<file path="config.mk">
export PLATFORM = sky130hd
export DESIGN_NAME = branch_resolver_v3
export DESIGN_NICKNAME = d
export VERILOG_FILES = /design/src/rtl/branch_resolver_v3.sv
export SDC_FILE = /design/constraint.sdc
export NUM_CORES = 1
export LEC_CHECK = 0
export BUFFER_PORTS_ARGS = -buffer_cell sky130_fd_sc_hd__buf_4
export CAP_MARGIN = 20
export CORE_MARGIN = 3
export CORE_UTILIZATION = 40
export DETAILED_ROUTE_END_ITERATION = 8
export PLACE_DENSITY_LB_ADDON = 0.2
export SYNTH_ARGS = -nofsm -noshare
export SYNTH_HDL_FRONTEND = slang
export SYNTH_SLANG_ARGS = --single-unit
</file>
<file path="constraint.sdc">
create_clock -name clk -period 8 [get_ports clk]
set_input_delay 1.6 -clock clk [delete_from_list [all_inputs] [get_ports clk]]
set_output_delay 1.6 -clock clk [all_outputs]
set_load 0.01 [all_outputs]
</file>
<file path="src/rtl/branch_resolver_v3.sv">
// Branch resolver for RV32I conditional branches, JAL and JALR.
// Computes direction, redirect target and link address, trains a PC-indexed
// table of 2-bit saturating direction counters read combinationally by fetch,
// and keeps saturating counts of resolved conditional branches and mispredicts.
// PIPE=0 presents results in the issue cycle; PIPE=1 adds one stage register.
module branch_resolver_v3 #(
  parameter int XLEN      = 32,
  parameter int BHT_DEPTH = 64,
  parameter int PIPE      = 1
) (
  input  logic            clk,
  input  logic            rst,
  input  logic [XLEN-1:0] f_pc,
  output logic            f_pred_taken,
  input  logic            in_valid,
  input  logic [XLEN-1:0] in_pc,
  input  logic [31:0]     in_instr,
  input  logic [XLEN-1:0] in_rs1,
  input  logic [XLEN-1:0] in_rs2,
  input  logic            in_pred_taken,
  input  logic            flush,
  output logic            res_valid,
  output logic            res_taken,
  output logic            redirect,
  output logic [XLEN-1:0] redirect_pc,
  output logic [XLEN-1:0] link_pc,
  output logic            illegal,
  output logic [31:0]     br_cnt,
  output logic [31:0]     mp_cnt
);

  localparam int IDX_W = $clog2(BHT_DEPTH);

  localparam logic [6:0] OP_BRANCH = 7'b1100011;
  localparam logic [6:0] OP_JAL    = 7'b1101111;
  localparam logic [6:0] OP_JALR   = 7'b1100111;

  // One resolved control transfer; cond marks a legal conditional branch,
  // the only kind that trains the table and bumps the counters.
  typedef struct packed {
    logic             valid;
    logic             taken;
    logic             redirect;
    logic             illegal;
    logic             cond;
    logic [XLEN-1:0]  redirect_pc;
    logic [XLEN-1:0]  link_pc;
    logic [IDX_W-1:0] idx;
  } res_t;

  logic [6:0]      opcode;
  logic [2:0]      funct3;
  logic [XLEN-1:0] imm_i, imm_b, imm_j;
  logic [XLEN-1:0] seq_pc, br_target, jal_target, jalr_sum;
  logic            eq, lt, ltu;

  res_t issue, staged, out;
  logic [1:0]      bht [BHT_DEPTH];
  logic [XLEN-1:0] hold_rpc, hold_lpc;

  assign opcode = in_instr[6:0];
  assign funct3 = in_instr[14:12];
  assign imm_i  = {{(XLEN-12){in_instr[31]}}, in_instr[31:20]};
  assign imm_b  = {{(XLEN-13){in_instr[31]}}, in_instr[31], in_instr[7],
                   in_instr[30:25], in_instr[11:8], 1'b0};
  assign imm_j  = {{(XLEN-21){in_instr[31]}}, in_instr[31], in_instr[19:12],
                   in_instr[20], in_instr[30:21], 1'b0};

  assign seq_pc     = in_pc + XLEN'(4);
  assign br_target  = in_pc + imm_b;
  assign jal_target = in_pc + imm_j;
  assign jalr_sum   = in_rs1 + imm_i;

  assign eq  = (in_rs1 == in_rs2);
  assign lt  = ($signed(in_rs1) < $signed(in_rs2));
  assign ltu = (in_rs1 < in_rs2);

  // Decode and resolve the incoming instruction; reset and flush squash it.
  always_comb begin
    // NOTE: the whole struct gets a default first so no path leaves a field
    // unassigned, which would otherwise infer a latch.
    issue = '0;
    if (in_valid && !rst && !flush) begin
      unique case (opcode)
        OP_BRANCH: begin
          issue.valid   = 1'b1;
          issue.link_pc = seq_pc;
          issue.idx     = in_pc[IDX_W+1:2];
          unique case (funct3)
            3'b000:  issue.taken = eq;
            3'b001:  issue.taken = !eq;
            3'b100:  issue.taken = lt;
            3'b101:  issue.taken = !lt;
            3'b110:  issue.taken = ltu;
            3'b111:  issue.taken = !ltu;
            default: issue.illegal = 1'b1;
          endcase
          issue.cond        = !issue.illegal;
          issue.redirect    = issue.cond && (issue.taken != in_pred_taken);
          issue.redirect_pc = issue.taken ? br_target : seq_pc;
        end
        OP_JAL: begin
          issue.valid       = 1'b1;
          issue.taken       = 1'b1;
          issue.redirect    = 1'b1;
          issue.redirect_pc = jal_target;
          issue.link_pc     = seq_pc;
        end
        OP_JALR: begin
          issue.valid       = 1'b1;
          issue.taken       = 1'b1;
          issue.redirect    = 1'b1;
          issue.redirect_pc = {jalr_sum[XLEN-1:1], 1'b0};
          issue.link_pc     = seq_pc;
        end
        default: ;
      endcase
    end
  end

  if (PIPE != 0) begin : g_pipe
    res_t stage;
    // Stage register: one result per cycle, cleared by reset, empty after flush.
    always_ff @(posedge clk) begin
      if (rst) stage <= '0;
      else     stage <= issue;
    end
    assign staged = stage;
  end else begin : g_comb
    assign staged = issue;
  end

  // Flush also kills whatever result is being presented this cycle.
  assign out = flush ? '0 : staged;

  assign res_valid    = out.valid;
  assign res_taken    = out.taken;
  assign redirect     = out.redirect;
  assign illegal      = out.illegal;
  assign redirect_pc  = out.valid ? out.redirect_pc : hold_rpc;
  assign link_pc      = out.valid ? out.link_pc     : hold_lpc;
  assign f_pred_taken = bht[f_pc[IDX_W+1:2]][1];

  // Predictor training at the edge that ends the output cycle; no read bypass.
  always_ff @(posedge clk) begin
    if (rst) begin
      // NOTE: the table is built from flops, not a RAM macro, so every entry
      // can be returned to weakly-not-taken in the same reset edge.
      for (int i = 0; i < BHT_DEPTH; i++) bht[i] <= 2'b01;
    end else if (out.valid && out.cond) begin
      if (out.taken) begin
        if (bht[out.idx] != 2'b11) bht[out.idx] <= bht[out.idx] + 2'b01;
      end else begin
        if (bht[out.idx] != 2'b00) bht[out.idx] <= bht[out.idx] - 2'b01;
      end
    end
  end

  // Saturating performance counters, counted in the output cycle.
  always_ff @(posedge clk) begin
    if (rst) begin
      br_cnt <= '0;
      mp_cnt <= '0;
    end else if (out.valid && out.cond) begin
      if (br_cnt != '1)                 br_cnt <= br_cnt + 32'd1;
      if (out.redirect && mp_cnt != '1) mp_cnt <= mp_cnt + 32'd1;
    end
  end

  // Last presented addresses, shown while no result is valid.
  always_ff @(posedge clk) begin
    if (rst) begin
      hold_rpc <= '0;
      hold_lpc <= '0;
    end else if (out.valid) begin
      hold_rpc <= out.redirect_pc;
      hold_lpc <= out.link_pc;
    end
  end

endmodule
</file>
After elaboration in Yosys (flattened, before gate mapping)
Memory sizes are Yosys's and may differ from the RTL's.
Cells that the tools add are included.
{ "totals": {"regBits": 203, "word_cells": 87, "ramBits": 128, "out_inout_bits": 133, "in_bits": 165, "n_memories": 1} }
{ "classes": {"n_mux": 28, "eq_ne": 13, "n_addsub": 8, "magnitude_cmp": 2, "reduce_logical": 20, "n_bitwise": 3} }
{ "memory_table": {"columns": ["name", "words", "word_bits", "read_ports", "rd_ports_with_merged_regs", "wr", "line_no", "rtl"], "rows": [
  ["bht", 64, 2, 2, 0, 64, "58", "logic [1:0] bht [BHT_DEPTH];"]
]} }
{ "op_table": {"columns": ["operator", "n"], "rows": [
  ["$pmux 64 s3", 1],
  ["$add 32x32->32", 3],
  ["$mux 32", 3],
  ["$mux 75", 1],
  ["$add 32x1->32 const B", 2],
  ["$lt 32x32->1", 2],
  ["$ne 32x32->1 const B", 2],
  ["$add 32x3->32 const B", 1],
  ["$eq 32x32->1", 1],
  ["$eq 7x7->1 const B", 3],
  ["$mux 1", 18],
  ["$eq 3x3->1 const B", 4],
  ["$logic_not 1->1", 6],
  ["$mux 6", 1],
  ["$pmux 1 s6", 1],
  ["$pmux 3 s2", 1],
  ["$reduce_or 2->1", 3],
  ["$reduce_or 6->1", 1],
  ["$logic_and 1x1->1", 5],
  ["$mux 2", 2],
  ["$reduce_and 2->1", 2],
  ["$eq 3x1->1 const B", 1],
  ["$logic_not 3->1", 1],
  ["$reduce_or 3->1", 1],
  ["7 further kinds", 8]
]} }

Longest topological paths before layout
Gate-level depths: netlist of the first run.
An unclocked memory read counts as a cell.
{ "depth": {"depth_word": 11, "ltp_mapped": 13, "ltp_nobuf": 11} }

Least setup slack after synthesis of the first run
No wires, ideal clock.
{ "synth_timing": {"path_kind": "input-to-output", "from": "in f_pc[2]", "to": "out f_pred_taken", "stages": 5, "setup_slack_ps": 2360, "arrival_ps": 4040, "required_time_ps": 6400, "cell_sequence": "clkbuf_1 buf_1 mux4_2 mux4_2 mux4_2"} }
{ "synth_via": {"elab_chain_len": 1} }
{ "synth_rtl": {"columns": ["item", "line_no", "rtl"], "rows": [
  ["start: declaration", "13", "input logic [XLEN-1:0] f_pc,"],
  ["$mem_v2 64x2", null, null],
  ["end: declaration", "14", "output logic f_pred_taken,"]
]} }
Every way passes these cells.

Final worst setup path of the first run
Ends and elaborated chain as after synthesis.

==> run metrics, run 1 <==
slowest stage delay, CP=around 0.58 ns; Slew headroom=0.249; die area=55200 um2; Max Root-Sink Buffers=3; fin area=around 25000 um2; Peak VDD IR=0.113 mV; P&R area growth vs syn=18.1%; chip height=about 230 um; initial antenna violation count=5; Residual DRC=0; Post-Syn Area=between 20000 and 25000 um2; syn nets=2721; Sink Count=331; Crit path top cell by count=mux4_2; Yosys reg bits=roughly 330; Distinct cells, synth=86; CTS resizes=0; DR vias=18992; pin count of the biggest net entering global routing=between 80 and 90; Rows=between 80 and 90; grt ovf=0; WL/cell=roughly 20 um; clock slew at reported path FFs=around 0.06 ns; RSZ-0062 raised after global routing=no; clock latency on the worst-skew pair=approximately 0.55 ns; Post-synth EDFFs=approximately 130; CTS H-Tree Depth=2; Post-DP Area=between 20000 and 25000 um2; CP max stage cell=mux4_2; Data arrival, critical path=approximately 3.7 ns; Critical Path, Cell by Cell=buf_4 > mux4_2 > mux4_2 > mux4_2 > buf_4; Layout Skew=roughly 0.011 ns; part of the Yosys area used for sequential elements=0.377; HPWL after detailed placement=around 48000 um; vias in the first global route=around 18000; data required time of the worst path=between 6 and 7 ns; final hold vios=0; area of the core=51600 um2; Post-Syn Instances=2445; count of warnings emitted by yosys=0; Startpoint Class=input port; crit path kind=input port to output pin; drt via density=approximately 5.7; fin crit share=0.662; Post-synth ARST share=0; post-route minimum period=around 5.3 ns; leakage=just under 10 nW; most common cell after layout, fill and taps aside=nand2_1; 1st-pass router iterations=5; status=finished, final reports clean; Max-Cap Viols=0; post-CTS setup buffers=0; routed wire length=a little under 70000 um; total track usage=0.233; CTS tree=done; max-slew violation count=0; most frequent cells in the layout=387 x nand2_1, 298 x buf_4, 256 x nor2_1, 201 x dfxtp_1, 128 x edfxtp_1; Worst-Margin Slew=roughly 1.1 ns; GP Congestion=0.964; Die W=235 um; Num CTS Buffers=38; Clk Tree Root Cell=clkbuf_16; Starting DRT DRC Count=~1500; initial core utilization=0.406; ANT nets after route=0; io pins=between 200 and 300; IO Port Bufs=271; first-pass GRT wire length=between 100000 and 150000 um; hold buffer count at CTS=0; worst-path maximum fanout=16; share of cells above drive strength 1=0.180; Post-Syn Area per Cell=between 8 and 9 um2; # setup viols final=0; top_reg_cell synth=dfxtp_1; HP Class=register to register; maximum clock frequency=between 150 and 200 MHz; Final TNS setup=0 ns; Nets=slightly below 3000; critical path capture point type=output pin; Power Density=roughly 170 nW/um2
per-layer routing:
| layer | share of wire | wire length [um] | global-route usage | vias to the layer above |
|---|---|---|---|---|
| li1 | - | - | - | 9114 |
| met1 | 0.43 | 28800 | 0.308 | 9083 |
| met2 | 0.48 | 32000 | 0.392 | 651 |
| met3 | 0.068 | 4550 | 0.0410 | 138 |
| met4 | 0.029 | 1990 | 0.0688 | 6 |
| met5 | 0.00070 | 47 | 0 | - |
critical path, delay by kind of cell:
family	cells	cell delay (ns)
muxes	3	1.60
buffers and inverters	2	0.49
where the power goes:
| part | internal (mW) | switching (mW) | leakage, nW | total [mW] |
|---|---|---|---|---|
| Combinational | 0.277 | 0.385 | 6.50 | 0.662 |
| Sequential | 1.77 | 0.0111 | 2.79 | 1.78 |
| Clock | 0.951 | 0.725 | 0.578 | 1.68 |
sequential cells by signal, summed over array words and instances, names as in the netlist:
signal	count
bht	128
br_cnt	32
g_pipe.stage	75
hold_lpc	32
hold_rpc	32
mp_cnt	32
final timing paths:
path                   startpoint      endpoint  slack (ns)  cells after the start
setup / recovery          f_pc[2]  f_pred_taken        2.71                      5
hold / removal         mp_cnt[30]    mp_cnt[30]        0.51                      2
setup reg to reg  g_pipe.stage[1]    bht[48][1]        3.30                     11
hold reg to reg        mp_cnt[30]    mp_cnt[30]        0.51                      2
area by class of cell:
| class | count | area, um2 |
|---|---|---|
| timing repair buffer | 303 | 2300 |
| fill | 4892 | 26900 |
| antenna | 2 | 5.00 |
| multi-input combinational | 1893 | 12300 |
| sequential | 331 | 7910 |
| clock buffer | 54 | 1080 |
| inverter | 65 | 244 |
| tap | 680 | 851 |
| clock inverter | 14 | 86.3 |
cell families after synthesis:
| logic type | Yosys count | share of synthesized area |
|---|---|---|
| AO/OA/AOI/OAI | 497 | 0.164 |
| XOR/XNOR | 167 | 0.0698 |
| adder cells (fa/ha/maj) | 111 | 0.0674 |
| buffers and inverters | 221 | 0.0422 |
| flip-flops | 331 | 0.377 |
| multiplexers | 65 | 0.0454 |
| AND/OR/NAND/NOR | 1053 | 0.233 |
Yosys cell counts, drive strengths merged (49+ instances only):
cell	n	area, um2
nor2	258	971
clkbuf	107	402
o21ai	84	420
nand3	124	621
dfxtp	203	4060
nor2b	91	569
ha	108	1350
buf	49	239
xor2	102	893
edfxtp	128	3840
a31o	60	526
a21oi	110	562
inv	64	240
nand2	387	1450
xnor2	65	569
per-stage QoR:
step	cells	total power, mW	setup WS (ns)	util	hold slack, ns
after floorplan	2445	2.26	2.36	-	0.507
after global placement	3268	2.45	2.39	0.456	0.494
after detailed placement	3271	2.46	2.42	0.457	0.510
after CTS	3339	4.14	2.69	0.479	0.518
after global routing	3340	4.28	2.62	0.479	0.553
final	3342	4.11	2.71	0.480	0.510
Power figures use the tool's default switching activity.
==> run 2, diff against run 1 <==
Clock period 8 ns to 4.3 ns, I/O delays scaled along.
==> run metrics, run 2 (synthesized netlist as in run 1, its figures left out) <==
fin area=between 20000 and 30000 um2; CP delay by family, top=compound AO/OA/AOI/OAI gates; Worst-Margin Slew=between 0.8 and 0.9 ns; P&R area growth vs syn=20.7%; # setup viols final=0; Max-Cap Viols=0; most flop-heavy register=bht; Startpoint Class=register; largest registers=bht (128), g_pipe.stage (75); area of the core=51600 um2; HP Class=register to register; chip height=235 um; start point of the critical path=g_pipe.stage[1]; IO Port Bufs=271; most common cell after layout, fill and taps aside=nand2_1; slowest stage delay, CP=between 0.7 and 0.8 ns; Cell Count, Final, Fillers Out=3390; 1st-pass router iterations=6; GP Congestion=0.972; hold buffer count at CTS=0; fin crit share=0.897; Residual DRC=0; io pins=between 200 and 300; CTS resizes=0; critical path capture point type=register; Peak VDD IR=around 0.23 mV; CTS H-Tree Depth=2; max reg flops=roughly 130; drt via density=about 5.7; Min Hold Slack=roughly 0.51 ns; most frequent cells in the layout=387 x nand2_1, 340 x buf_4, 256 x nor2_1, 201 x dfxtp_1, 128 x edfxtp_1; area taken by multi-input logic gates=about 12000 um2; total track usage=0.239; Num CTS Buffers=38; Sink Count=331; Rows=between 80 and 90; clock latency on the worst-skew pair=between 0.5 and 0.6 ns; Final TNS setup=0 ns; vias in the first global route=18678; Clk Tree Root Cell=clkbuf_16; Layout Skew=0.0155 ns; maximum clock frequency=~260 MHz; DR vias=between 15000 and 20000; hold_sp=mp_cnt[30]; crit path kind=register to register; final hold vios=0; initial antenna violation count=6; pre-CTS setup slack=around 0.16 ns; Starting DRT DRC Count=about 1600; max-slew violation count=0; pin count of the biggest net entering global routing=149; worst-path maximum fanout=32; Power Density=~310 nW/um2; Final Power=7.90 mW; share of cells above drive strength 1=0.195; ANT nets after route=0; initial core utilization=0.406; Fill cells=approximately 4900; die area=approximately 55000 um2; data required time of the worst path=4.56 ns; Post-DP Area=24000 um2; Critical Path, Cell by Cell=clkinv_1 > a22o_1 > a222oi_1 > o2bb2ai_1 > o21ai_0 > o21ai_1 > nor2_2 > a21oi_4 > buf_12 > a31o_2; post-CTS setup buffers=0; routed wire length=between 60000 and 70000 um; post-route minimum period=slightly below 4 ns; dpl cells=about 3300; first-pass GRT wire length=roughly 110000 um; Data arrival, critical path=4.11 ns; HPWL after detailed placement=between 50000 and 60000 um; RSZ-0062 raised after global routing=no; CP max stage cell=dfxtp_1; post-route setup slack=between 0.4 and 0.5 ns; Slew headroom=0.447; final core occ=0.490; CP Buf/Inv Count=2; CTS tree=done; clock slew at reported path FFs=around 0.06 ns; WL/cell=about 20 um; grt ovf=0; RR Startpoint=g_pipe.stage[1]; Die W=between 200 and 250 um; Max Root-Sink Buffers=3; Nets=2955; Storage cell area=7910 um2; leakage=approximately 10 nW; status=finished, final reports clean
==> run 2: cell types whose count changed in the layout (fill, tap and decap cells not counted), sizes merged <==
cell / before / now
buf: 303 / 350
bufinv: 0 / 3
clkbuf: 54 / 53
clkinv: 9 / 10
inv: 68 / 66
==> run 2: tightest hold or removal path, cell delays in order (launching register included) <==
cell	delay, ns
dfxtp_1	0.34
nand2_1	0.07
a21oi_1	0.05
==> run 2: report_power, final <==
group,switching (mW),internal [mW],total (mW)
clock,1.34,1.98,3.32
sequential,0.0220,3.29,3.31
combinational,0.730,0.544,1.27
total,2.09,5.81,7.90
==> run 2: worst paths after layout <==
path / to / slack, ns / cells after the start
max: bht[35][0] / 0.44 / 10
max reg2reg: bht[35][0] / 0.44 / 10
min: mp_cnt[30] / 0.51 / 2
min reg2reg: mp_cnt[30] / 0.51 / 2
==> run 2: layout make-up <==
type                       instances  area share
tap                              680      0.0336
inverter                          65     0.00965
timing repair buffer             350       0.108
clock inverter                    16     0.00683
sequential                       331       0.313
clock buffer                      53      0.0435
antenna                            2    0.000198
multi-input combinational       1893       0.485
==> run 2: metal layers <==
metal	GRT usage	part of all wire
met3	0.0386	0.068
met4	0.0874	0.035
met2	0.401	0.48
met1	0.310	0.42
met5	0	0.00091
